## config.mk

```make
export PLATFORM = sky130hd
export DESIGN_NAME = microwave_controller
export DESIGN_NICKNAME = d
export VERILOG_FILES = /design/src/rtl/mw_pkg.sv /design/src/rtl/tick_prescaler.sv /design/src/rtl/microwave_controller.sv
export SDC_FILE = /design/constraint.sdc
export NUM_CORES = 1
export LEC_CHECK = 0
export BUFFER_PORTS_ARGS = -buffer_cell sky130_fd_sc_hd__buf_4
export CAP_MARGIN = 20
export CELL_PAD_IN_SITES_DETAIL_PLACEMENT = 0
export CELL_PAD_IN_SITES_GLOBAL_PLACEMENT = 1
export CORE_MARGIN = 3
export CORE_UTILIZATION = 36
export CTS_CLUSTER_DIAMETER = 100
export DETAILED_ROUTE_END_ITERATION = 10
export PLACE_DENSITY_LB_ADDON = 0.1
export SYNTH_ARGS = -nofsm -noshare
export SYNTH_HDL_FRONTEND = slang
export SYNTH_SLANG_ARGS = --single-unit
```

## constraint.sdc

```tcl
create_clock -name clk -period 6 [get_ports clk]
set_clock_uncertainty 0.1 [all_clocks]
set_input_delay 1.2 -clock clk [delete_from_list [all_inputs] [get_ports clk]]
set_output_delay 1.2 -clock clk [all_outputs]
set_load 0.01 [all_outputs]
```

## src/rtl/mw_pkg.sv

```systemverilog
// Shared encodings for the microwave cooking sequencer.
// State codes are visible on the debug/display port, so their values are fixed.
package mw_pkg;

  localparam int STATE_W      = 3;
  localparam int MAX_TIME_DEF = 3599;

  typedef enum logic [STATE_W-1:0] {
    ST_IDLE    = 3'd0,
    ST_READY   = 3'd1,
    ST_COOKING = 3'd2,
    ST_PAUSED  = 3'd3,
    ST_DONE    = 3'd4
  } mw_state_t;

  // The one-second prescaler only runs while the countdown or the beep timer needs it.
  function automatic logic counts_ticks(input mw_state_t s);
    return (s == ST_COOKING) || (s == ST_DONE);
  endfunction

endpackage

```

## src/rtl/tick_prescaler.sv

```systemverilog
// One-second tick generator: tick is a 1-cycle pulse on the last count of each TICK_DIV period.
// Latency: first tick TICK_DIV cycles after counting starts from a cleared counter; no backpressure.
module tick_prescaler #(
  parameter int TICK_DIV = 50000000
) (
  input  logic clk,
  input  logic rst,
  input  logic en,
  input  logic clr,
  output logic tick
);

  localparam int CNT_W = (TICK_DIV > 1) ? $clog2(TICK_DIV) : 1;
  localparam logic [CNT_W-1:0] CNT_LAST = CNT_W'(TICK_DIV - 1);

  logic [CNT_W-1:0] cnt;

  assign tick = en & ~clr & (cnt == CNT_LAST);

  always_ff @(posedge clk) begin
    if (rst || clr) begin
      cnt <= '0;
    end else if (en) begin
      cnt <= tick ? '0 : cnt + 1'b1;
    end
  end

endmodule

```

## src/rtl/microwave_controller.sv

```systemverilog
// Cooking sequencer: load/start/pause/cancel, one-second countdown and a timed done beep.
// Countdown steps TICK_DIV cycles after COOKING entry; magnetron/lamp gating is combinational.
module microwave_controller
  import mw_pkg::*;
#(
  parameter int TICK_DIV = 50000000,
  parameter int TIME_W   = 12,
  parameter int MAX_TIME = MAX_TIME_DEF,
  parameter int BEEP_SEC = 3
) (
  input  logic              clk,
  input  logic              rst,
  input  logic              door_open,
  input  logic              start,
  input  logic              stop,
  input  logic              load,
  input  logic [TIME_W-1:0] time_in,
  output logic [TIME_W-1:0] remaining,
  output logic              magnetron_on,
  output logic              lamp_on,
  output logic              done_beep,
  output logic [STATE_W-1:0] state
);

  localparam logic [TIME_W-1:0] MAX_T  = TIME_W'(MAX_TIME);
  localparam logic [TIME_W-1:0] ONE_T  = TIME_W'(1);
  localparam int                BEEP_W = (BEEP_SEC > 1) ? $clog2(BEEP_SEC) : 1;
  localparam logic [BEEP_W-1:0] BEEP_LAST = BEEP_W'(BEEP_SEC - 1);

  mw_state_t         state_q;
  logic [BEEP_W-1:0] beep_cnt;
  logic [TIME_W-1:0] load_val;
  logic              tick;
  logic              presc_en;
  logic              is_cooking;
  logic              door_closed;

  assign load_val   = (time_in > MAX_T) ? MAX_T : time_in;
  assign presc_en   = counts_ticks(state_q);
  assign is_cooking = (state_q == ST_COOKING);
  assign state      = state_q;

  // Holding the prescaler clear outside COOKING/DONE covers every entry into a counting
  // state; the COOKING->DONE hand-off happens on a tick, where the counter wraps anyway.
  tick_prescaler #(
    .TICK_DIV (TICK_DIV)
  ) u_prescaler (
    .clk  (clk),
    .rst  (rst),
    .en   (presc_en),
    .clr  (~presc_en),
    .tick (tick)
  );

  always_ff @(posedge clk) begin
    if (rst) begin
      state_q   <= ST_IDLE;
      remaining <= '0;
      beep_cnt  <= '0;
      done_beep <= 1'b0;
    end else begin
      case (state_q)
        ST_IDLE: begin
          if (load) begin
            remaining <= load_val;
            state_q   <= (load_val != '0) ? ST_READY : ST_IDLE;
          end
        end

        ST_READY: begin
          if (stop) begin
            state_q   <= ST_IDLE;
            remaining <= '0;
          end else if (load) begin
            remaining <= load_val;
            state_q   <= (load_val != '0) ? ST_READY : ST_IDLE;
          end else if (start && !door_open) begin
            state_q <= ST_COOKING;
          end
        end

        ST_COOKING: begin
          if (stop || door_open) begin
            state_q <= ST_PAUSED;
          end else if (tick) begin
            // A zero count here is unreachable in normal use; treat it as finished.
            if (remaining <= ONE_T) begin
              remaining <= '0;
              state_q   <= ST_DONE;
              beep_cnt  <= '0;
              done_beep <= 1'b1;
            end else begin
              remaining <= remaining - ONE_T;
            end
          end
        end

        ST_PAUSED: begin
          if (stop) begin
            state_q   <= ST_IDLE;
            remaining <= '0;
          end else if (start && !door_open) begin
            state_q <= ST_COOKING;
          end
        end

        ST_DONE: begin
          if (stop || door_open) begin
            state_q   <= ST_IDLE;
            remaining <= '0;
            done_beep <= 1'b0;
          end else if (load) begin
            remaining <= load_val;
            state_q   <= (load_val != '0) ? ST_READY : ST_IDLE;
            done_beep <= 1'b0;
          end else if (tick) begin
            if (beep_cnt == BEEP_LAST) begin
              state_q   <= ST_IDLE;
              beep_cnt  <= '0;
              done_beep <= 1'b0;
            end else begin
              beep_cnt <= beep_cnt + 1'b1;
            end
          end
        end

        default: begin
          state_q   <= ST_IDLE;
          remaining <= '0;
          beep_cnt  <= '0;
          done_beep <= 1'b0;
        end
      endcase
    end
  end

  // The magnetron follows the door switch directly so an opening door cuts power the same cycle.
  not u_door_n   (door_closed, door_open);
  and u_mag_gate (magnetron_on, is_cooking, door_closed);
  or  u_lamp     (lamp_on, door_open, is_cooking);

endmodule

```

==> flow_metrics.env, run 1 <==
export IMPL_timing_hold_ws_ps=371.6
export IMPL_wl_um=7914
export IMPL_min_path_type="flip-flop to flip-flop"
export IMPL_place_hpwl_um=5481
export IMPL_synth_top_area_share=0.3115
export IMPL_coreArea_mm2=0.007447
export IMPL_io_pins=36
export IMPL_cts_setup_buffers=0
export IMPL_synth_area_top_cells="dfxtp_1, nor2_1, nand3_1"
export IMPL_fp_row_count=31
export IMPL_cts_path_max_buffers=2
export IMPL_path_cells="or3b_2, nor2_1, buf_4"
export IMPL_worst_pin_slew_ps=1108
export IMPL_clock_sinks=44
export IMPL_grt_pass1_wl_um=13430
export IMPL_setup_violations=0
export IMPL_leakage_nw=1.055
export IMPL_ys_ff_latch=44
export IMPL_synth_flop_cell="dfxtp_1"
export IMPL_area_delta_synth_final_pct=15.13
export IMPL_slowest_delay_ps=780
export IMPL_multi_input_area_mm2=0.001795
export IMPL_antenna_found_initial=0
export IMPL_synth_top_cells_by_count="dfxtp_1, nor2_1, nand3_1, a21oi_1"
export IMPL_max_freq_mhz=309.5
export IMPL_drc_errors=0
export IMPL_synthCells=364
export IMPL_path_clk_slew_ps=90
export IMPL_fin_crit_ps=3231
export IMPL_criticalPathCategory="flip-flop to output port"
export IMPL_dr_total_vias=2742
export IMPL_worstPathArrival_ps=1930
export IMPL_critPathSlowestCell="or3b_2"
export IMPL_ir_drop_v=0.00008966
export IMPL_die_h_um=94.63
export IMPL_gp_congestion=0.8286
export IMPL_drt_initial_drc_count=189
export IMPL_synth_edff_count=0
export IMPL_drive_gt1_frac=0.1532
export IMPL_ys_warn_count=0
export IMPL_seq_area_um2=880.8
export IMPL_synth_distinct_cells=55
export IMPL_grt_use_total=0.1865
export IMPL_syn_area_mm2=0.002828
export IMPL_synthArstFlopShare=0
export IMPL_fill_cells=782
export IMPL_power_density_mw_per_mm2=208.7
export IMPL_cts_resized=0
export IMPL_status="complete, no violations"
export IMPL_slew_headroom=0.2611
export IMPL_crit_required_ps=4700
export IMPL_endpoint_kind="output port"
export IMPL_drtPass1Iterations=4
export IMPL_rsz0062_at_grt="no"
export IMPL_io_buffers=35
export IMPL_nNetsFinal=405
export IMPL_cts_tree="done"
export IMPL_grt_pass1_vias=2613
export IMPL_die_w_um=94.63
export IMPL_synth_area_per_cell_um2=7.768
export IMPL_diodes=0
export IMPL_fin_setup_tns_ps=0
export IMPL_routed_via_density=5.665
export IMPL_max_cap_viol_count=0
export IMPL_grt_max_degree=28
export IMPL_crit_fanout=23
export IMPL_cts_hold_buf=0
export IMPL_initial_utilization=0.3797
export IMPL_htree_levels=2
export IMPL_finalPower_w=0.0006793
export IMPL_drtAntennaViolNets=0
export IMPL_cp_start_kind="flip-flop"
export IMPL_clk_insertion_delay_late_ps=300
export IMPL_root_buffer="clkbuf_8"
export IMPL_grt_ovfl_total=0
export IMPL_wl_per_cell_um=16.35
export IMPL_yosysMostFrequentCell="dfxtp_1"
export IMPL_synth_fp_nets=385
export IMPL_cts_made_buffers=5
export IMPL_finalHoldViolations=0
export IMPL_synth_seq_area_share=0.3115
export IMPL_fin_crit_sh=0.5386
export IMPL_synth_top_area_cell="dfxtp_1"
export IMPL_die_area_mm2=0.008954
export IMPL_final_util=0.4372
export IMPL_drv_slew=0
through the flow:
stage                     area [µm²]  cells  worst slack [ps]
after floorplan                 2828    364              3220
after global placement          3134    476              3081
after detailed placement        3134    476              3075
after CTS                       3256    484              2765
after global routing            3256    484              2598
final                           3256    484              2769
layer usage:
layer / GRT usage / wire, µm / vias up
met5: 0 / 0 / -
met1: 0.2662 / 3894 / 1296
met4: 0.04087 / 31 / 0
met2: 0.2971 / 3703 / 52
met3: 0.02629 / 285 / 2
li1: - / - / 1392
layout by cell type (no fill, tap or decap), types with 5 or more instances in the layout:
cell type	Yosys	routed
a211oi_1	6	6
a21oi_1	25	25
a221oi_1	5	5
and2_1	5	5
and3_1	6	6
buf_4	0	37
clkbuf_8	0	6
dfxtp_1	44	44
inv_1	15	15
nand2_1	10	10
nand2b_1	6	6
nand3_1	27	27
nand4_1	13	13
nor2_1	41	41
nor3_1	11	11
nor4_1	8	8
o21ai_0	8	8
o22ai_1	11	11
o31ai_1	6	6
or3_1	7	7
or4_1	6	6
xnor2_1	11	11
xor2_1	14	14
cells by family (layout without fill, tap and decap cells):
logic type | after synthesis | in the layout | synth area share
xor+xnor | 25 | 25 | 0.07743
mux | 4 | 4 | 0.01416
flops | 44 | 44 | 0.3115
simple gates | 168 | 168 | 0.3336
compound gates | 81 | 81 | 0.1942
fa+ha+maj | 3 | 3 | 0.01328
buf+inv | 39 | 60 | 0.05575
path summary, 6_finish.rpt:
check	from	cells past startpoint	to	slack, ps
min reg2reg	u_prescaler.cnt[0]	1	u_prescaler.cnt[0]	370
min	u_prescaler.cnt[0]	1	u_prescaler.cnt[0]	370
max reg2reg	state[2]	5	u_prescaler.cnt[25]	3250
max	state[0]	3	magnetron_on	2770
worst max-delay path, delay by kind of cell (launching register included):
kind / cells / cell delay (ps)
buffers and inverters: 1 / 130
DFF: 1 / 560
and+or+nand+nor: 2 / 940
state kept, by name, summed over array words and instances (netlist names):
| signal | flops |
|---|---|
| remaining | 12 |
| state | 3 |
| beep_cnt | 2 |
| done_beep | 1 |
| u_prescaler.cnt | 26 |
layout make-up:
| cell class | count | area share |
|---|---|---|
| Sequential cell | 44 | 0.2706 |
| Clock inverter | 2 | 0.01191 |
| Multi-Input combinational cell | 281 | 0.5515 |
| Tap cell | 99 | 0.03805 |
| Timing Repair Buffer | 37 | 0.08532 |
| Inverter | 15 | 0.01729 |
| Clock buffer | 6 | 0.02537 |
where the power goes:
part	total, W	internal, W	switching (W)
combinational	0.000117	0.0000530	0.0000636
sequential	0.000317	0.000299	0.0000181
clock	0.000246	0.000136	0.000109
Power figures use the tool's default switching activity.
==> inputs of run 2 (changes only) <==
- clock period: 6 -> 3.25 ns (I/O delays scaled with it)
==> flow_metrics.env, run 2 (synthesis gave the netlist of run 1 again) <==
export IMPL_status="complete, no violations"
export IMPL_worstHoldStart="u_prescaler.cnt[0]"
export IMPL_endpoint_kind="output port"
export IMPL_dr_wl_met2_um=3667
export IMPL_crit_family="simple AND/OR/NAND/NOR gates"
export IMPL_wl_met3_um=369
export IMPL_regMostFlops="u_prescaler.cnt"
export IMPL_drive_gt1_frac=0.1684
export IMPL_slew_headroom=0.5175
export IMPL_grt_ovfl_total=0
export IMPL_drtPass1Iterations=5
export IMPL_mostFrequentLayoutCells="buf_4, dfxtp_1, nor2_1, nand3_1, a21oi_1"
export IMPL_min_to="u_prescaler.cnt[0]"
export IMPL_cts_made_buffers=5
export IMPL_slowest_delay_ps=710
export IMPL_grt_pass1_wl_um=13060
export IMPL_max_cap_viol_count=0
export IMPL_wl_met1_um=3781
export IMPL_coreArea_mm2=0.007447
export IMPL_min_path_cells=1
export IMPL_drv_slew=0
export IMPL_fp_row_count=31
export IMPL_grt_max_degree=28
export IMPL_cts_resized=0
export IMPL_r2r_start="state[1]"
export IMPL_rsz0062_at_grt="no"
export IMPL_critPathSlowestCell="or3b_2"
export IMPL_reg2reg_slack_ps=680
export IMPL_fin_setup_tns_ps=0
export IMPL_reg2regPathDepth=6
export IMPL_cts_tree="done"
export IMPL_path_buf_inv=1
export IMPL_worst_pin_slew_ps=717.1
export IMPL_die_h_um=94.63
export IMPL_power_density_mw_per_mm2=351.3
export IMPL_root_buffer="clkbuf_8"
export IMPL_nNetsFinal=413
export IMPL_cts_setup_buffers=0
export IMPL_final_util=0.4399
export IMPL_clk_insertion_delay_late_ps=290
export IMPL_leakage_nw=1.072
export IMPL_ir_drop_v=0.0001795
export IMPL_finalPower_w=0.001151
export IMPL_setup_violations=0
export IMPL_dr_total_vias=2781
export IMPL_final_common_cell="buf_4"
export IMPL_initial_utilization=0.3797
export IMPL_die_w_um=94.63
export IMPL_grt_pass1_vias=2640
export IMPL_highest_layer="met4"
export IMPL_cts_path_max_buffers=2
export IMPL_routed_via_density=5.664
export IMPL_wl_per_cell_um=16.09
export IMPL_diodes=0
export IMPL_cts_hold_buf=0
export IMPL_finalHoldViolations=0
export IMPL_criticalPathCategory="flip-flop to output port"
export IMPL_grt_use_total=0.1801
export IMPL_crit_required_ps=2500
export IMPL_largest_reg_flops=26
export IMPL_path_clk_slew_ps=90
export IMPL_die_area_mm2=0.008954
export IMPL_crit_fanout=20
export IMPL_max_freq_mhz=370.8
export IMPL_area_delta_synth_final_pct=15.84
export IMPL_r2r_end="u_prescaler.cnt[25]"
export IMPL_gp_congestion=0.7908
export IMPL_cp_start_kind="flip-flop"
export IMPL_min_path_type="flip-flop to flip-flop"
export IMPL_htree_levels=2
export IMPL_clock_sinks=44
export IMPL_worstPathArrival_ps=1950
export IMPL_drc_errors=0
export IMPL_antenna_found_initial=0
export IMPL_path_cells="or3b_2, nor2_1, buf_4"
export IMPL_io_buffers=35
export IMPL_wl_um=7899
export IMPL_io_pins=36
export IMPL_fin_crit_ps=2697
export IMPL_timing_hold_ws_ps=372.1
export IMPL_drtAntennaViolNets=0
export IMPL_place_hpwl_um=5543
export IMPL_drt_initial_drc_count=164
export IMPL_fin_crit_sh=0.8299
-- run 2: changes by cell type in the layout (fill, tap and decap cells not counted), sizes merged --
cell      before  now
bufinv         1    0
buf           37   45
clkbuf         6    5
clkinvlp       0    1
-- run 2: where the power goes --
group          total, W  leakage (nW)  switching, W  internal (W)
sequential     0.000581         0.357     0.0000294      0.000552
combinational  0.000228         0.675      0.000124      0.000104
clock          0.000341        0.0400      0.000195      0.000146
-- run 2: through the flow --
stage	worst slack [ps]	std cells	cell area, µm²
after floorplan	935.4	364	2828
after global placement	784.6	484	3194
after detailed placement	712.5	484	3194
after CTS	536.3	491	3276
after global routing	396.3	491	3276
final	553.0	491	3276
-- run 2: cell type report --
cell class | count | area (µm²)
multi-input cells | 281 | 1795
repair buffers | 45 | 337.8
well taps | 99 | 123.9
flip-flops and latches | 44 | 880.8
inverters | 15 | 56.30
clock inverters | 2 | 12.51
clock buffers | 5 | 68.82
fillers | 790 | 4172
-- run 2: worst max-delay path by stage --
stage                       startpoint  slack, ps                  end  cells after the start
after detailed placement      state[1]        710  u_prescaler.cnt[25]                      6
after CTS                     state[1]        540         magnetron_on                      3
final                         state[1]        550         magnetron_on                      3
after floorplan           remaining[2]        940        remaining[11]                      6
after global placement        state[1]        780  u_prescaler.cnt[25]                      6
after global routing          state[1]        400  u_prescaler.cnt[25]                      6
-- run 2: layer usage --
layer	global-route usage	vias to the layer above
met3	0.02789	7
met2	0.2954	69
met4	0.04808	0
met1	0.2455	1296
met5	0	-
li1	-	1409
==> inputs of run 3 (changes only) <==
- clock period: 3.25 -> 2.7 ns (I/O delays scaled with it)
==> flow_metrics.env, run 3 (synthesis gave the netlist of run 1 again) <==
export IMPL_grt_max_degree=28
export IMPL_grt_ovfl_total=0
export IMPL_io_pins=36
export IMPL_fin_crit_ps=2484
export IMPL_cts_made_buffers=5
export IMPL_wl_per_cell_um=16.15
export IMPL_crit_fanout=20
export IMPL_io_buffers=35
export IMPL_endpoint_kind="output port"
export IMPL_drv_slew=0
export IMPL_cts_path_max_buffers=2
export IMPL_r2r_start="u_prescaler.cnt[0]"
export IMPL_rsz0062_at_grt="no"
export IMPL_cp_start_kind="flip-flop"
export IMPL_fp_row_count=31
export IMPL_setup_violations=0
export IMPL_final_cells=497
export IMPL_min_path_type="flip-flop to flip-flop"
export IMPL_crit_required_ps=2060
export IMPL_leakage_nw=1.126
export IMPL_regMostFlops="u_prescaler.cnt"
export IMPL_die_h_um=94.63
export IMPL_max_cap_viol_count=0
export IMPL_cts_tree="done"
export IMPL_cts_hold_buf=0
export IMPL_slew_headroom=0.3224
export IMPL_coreArea_mm2=0.007447
export IMPL_place_hpwl_um=5587
export IMPL_dr_total_vias=2818
export IMPL_cts_resized=0
export IMPL_fin_setup_tns_ps=0
export IMPL_worst_pin_slew_ps=1013
export IMPL_drtPass1Iterations=4
export IMPL_drive_gt1_frac=0.1809
export IMPL_status="complete, no violations"
export IMPL_fill_cells=790
export IMPL_fin_crit_sh=0.9199
export IMPL_min_to="u_prescaler.cnt[0]"
export IMPL_routed_via_density=5.670
export IMPL_path_clk_slew_ps=80
export IMPL_nNetsFinal=419
export IMPL_drt_initial_drc_count=172
export IMPL_worstHoldStart="u_prescaler.cnt[0]"
export IMPL_finalHoldViolations=0
export IMPL_max_freq_mhz=402.6
export IMPL_reg2regPathDepth=6
export IMPL_grt_pass1_wl_um=13610
export IMPL_dp_cells=490
export IMPL_mostFrequentLayoutCells="buf_4, dfxtp_1, nor2_1, nand3_1, a21oi_1"
export IMPL_min_path_cells=1
export IMPL_finalPower_w=0.001577
export IMPL_grt_pass1_vias=2679
export IMPL_area_delta_synth_final_pct=19.12
export IMPL_r2r_end="remaining[11]"
export IMPL_cts_setup_buffers=0
export IMPL_power_density_mw_per_mm2=468.2
export IMPL_die_area_mm2=0.008954
export IMPL_wl_um=8027
export IMPL_worstPathArrival_ps=1840
export IMPL_diodes=0
export IMPL_criticalPathCategory="flip-flop to output port"
export IMPL_drtAntennaViolNets=0
export IMPL_grt_use_total=0.1895
export IMPL_initial_utilization=0.3797
export IMPL_reg2reg_slack_ps=260
export IMPL_ir_drop_v=0.0002555
export IMPL_die_w_um=94.63
export IMPL_clk_insertion_delay_late_ps=300
export IMPL_drc_errors=0
export IMPL_clock_sinks=44
export IMPL_antenna_found_initial=0
export IMPL_htree_levels=2
export IMPL_largest_reg_flops=26
export IMPL_final_common_cell="buf_4"
export IMPL_root_buffer="clkbuf_8"
export IMPL_gp_congestion=0.7814
[run 3: cell count changes in the layout (fill, tap and decap cells not counted), sizes merged]
cell	before	now
clkinvlp	1	0
clkinv	1	0
bufinv	0	2
buf	45	51
[run 3: metrics by stage]
step / util / worst slack, ps / area, µm² / hold slack (ps)
6_report: 0.4523 / 216.3 / 3368 / 370.0
5_1_grt: 0.4523 / 104.8 / 3368 / 402.7
4_1_cts: 0.4523 / 197.6 / 3368 / 374.5
3_5_place_dp: 0.4350 / 259.7 / 3239 / 353.9
3_3_place_gp: 0.4350 / 302.6 / 3239 / 345.0
2_1_floorplan: - / 385.4 / 2828 / 329.9
[run 3: layout make-up]
cell class	instances	area, µm²	area share
multi-input cells	281	1795	0.5331
flip-flops and latches	44	880.8	0.2615
repair buffers	51	382.9	0.1137
well taps	99	123.9	0.03678
clock buffers	5	68.82	0.02043
clock inverters	2	60.06	0.01783
inverters	15	56.30	0.01672
[run 3: how the worst max path moves through the flow]
stage,startpoint,endpoint,slack (ps),depth (start not counted)
6_report,state[1],magnetron_on,220,3
3_3_place_gp,u_prescaler.cnt[0],remaining[11],300,6
4_1_cts,state[1],magnetron_on,200,3
5_1_grt,u_prescaler.cnt[0],remaining[11],100,6
2_1_floorplan,remaining[2],remaining[11],390,6
3_5_place_dp,u_prescaler.cnt[0],remaining[11],260,6
[run 3: metal layers]
layer / wire (µm) / GRT usage / vias up
li1: - / - / 1412
met1: 3881 / 0.2648 / 1343
met2: 3783 / 0.3024 / 55
met3: 288 / 0.02709 / 8
met4: 73 / 0.05409 / 0
met5: 0 / 0 / -
[run 3: critical path: stages (launching register included)]
cell and delay, ps:
dfxtp_1 550, or3b_2 710, nor2_1 160, buf_4 130
[run 3: power by group]
group	leakage (nW)	total (W)	internal, W	switching [W]
clock	0.0642	0.000601	0.000364	0.000237
sequential	0.357	0.000692	0.000664	0.0000276
combinational	0.705	0.000284	0.000128	0.000156
total	1.13	0.00158	0.00116	0.000421
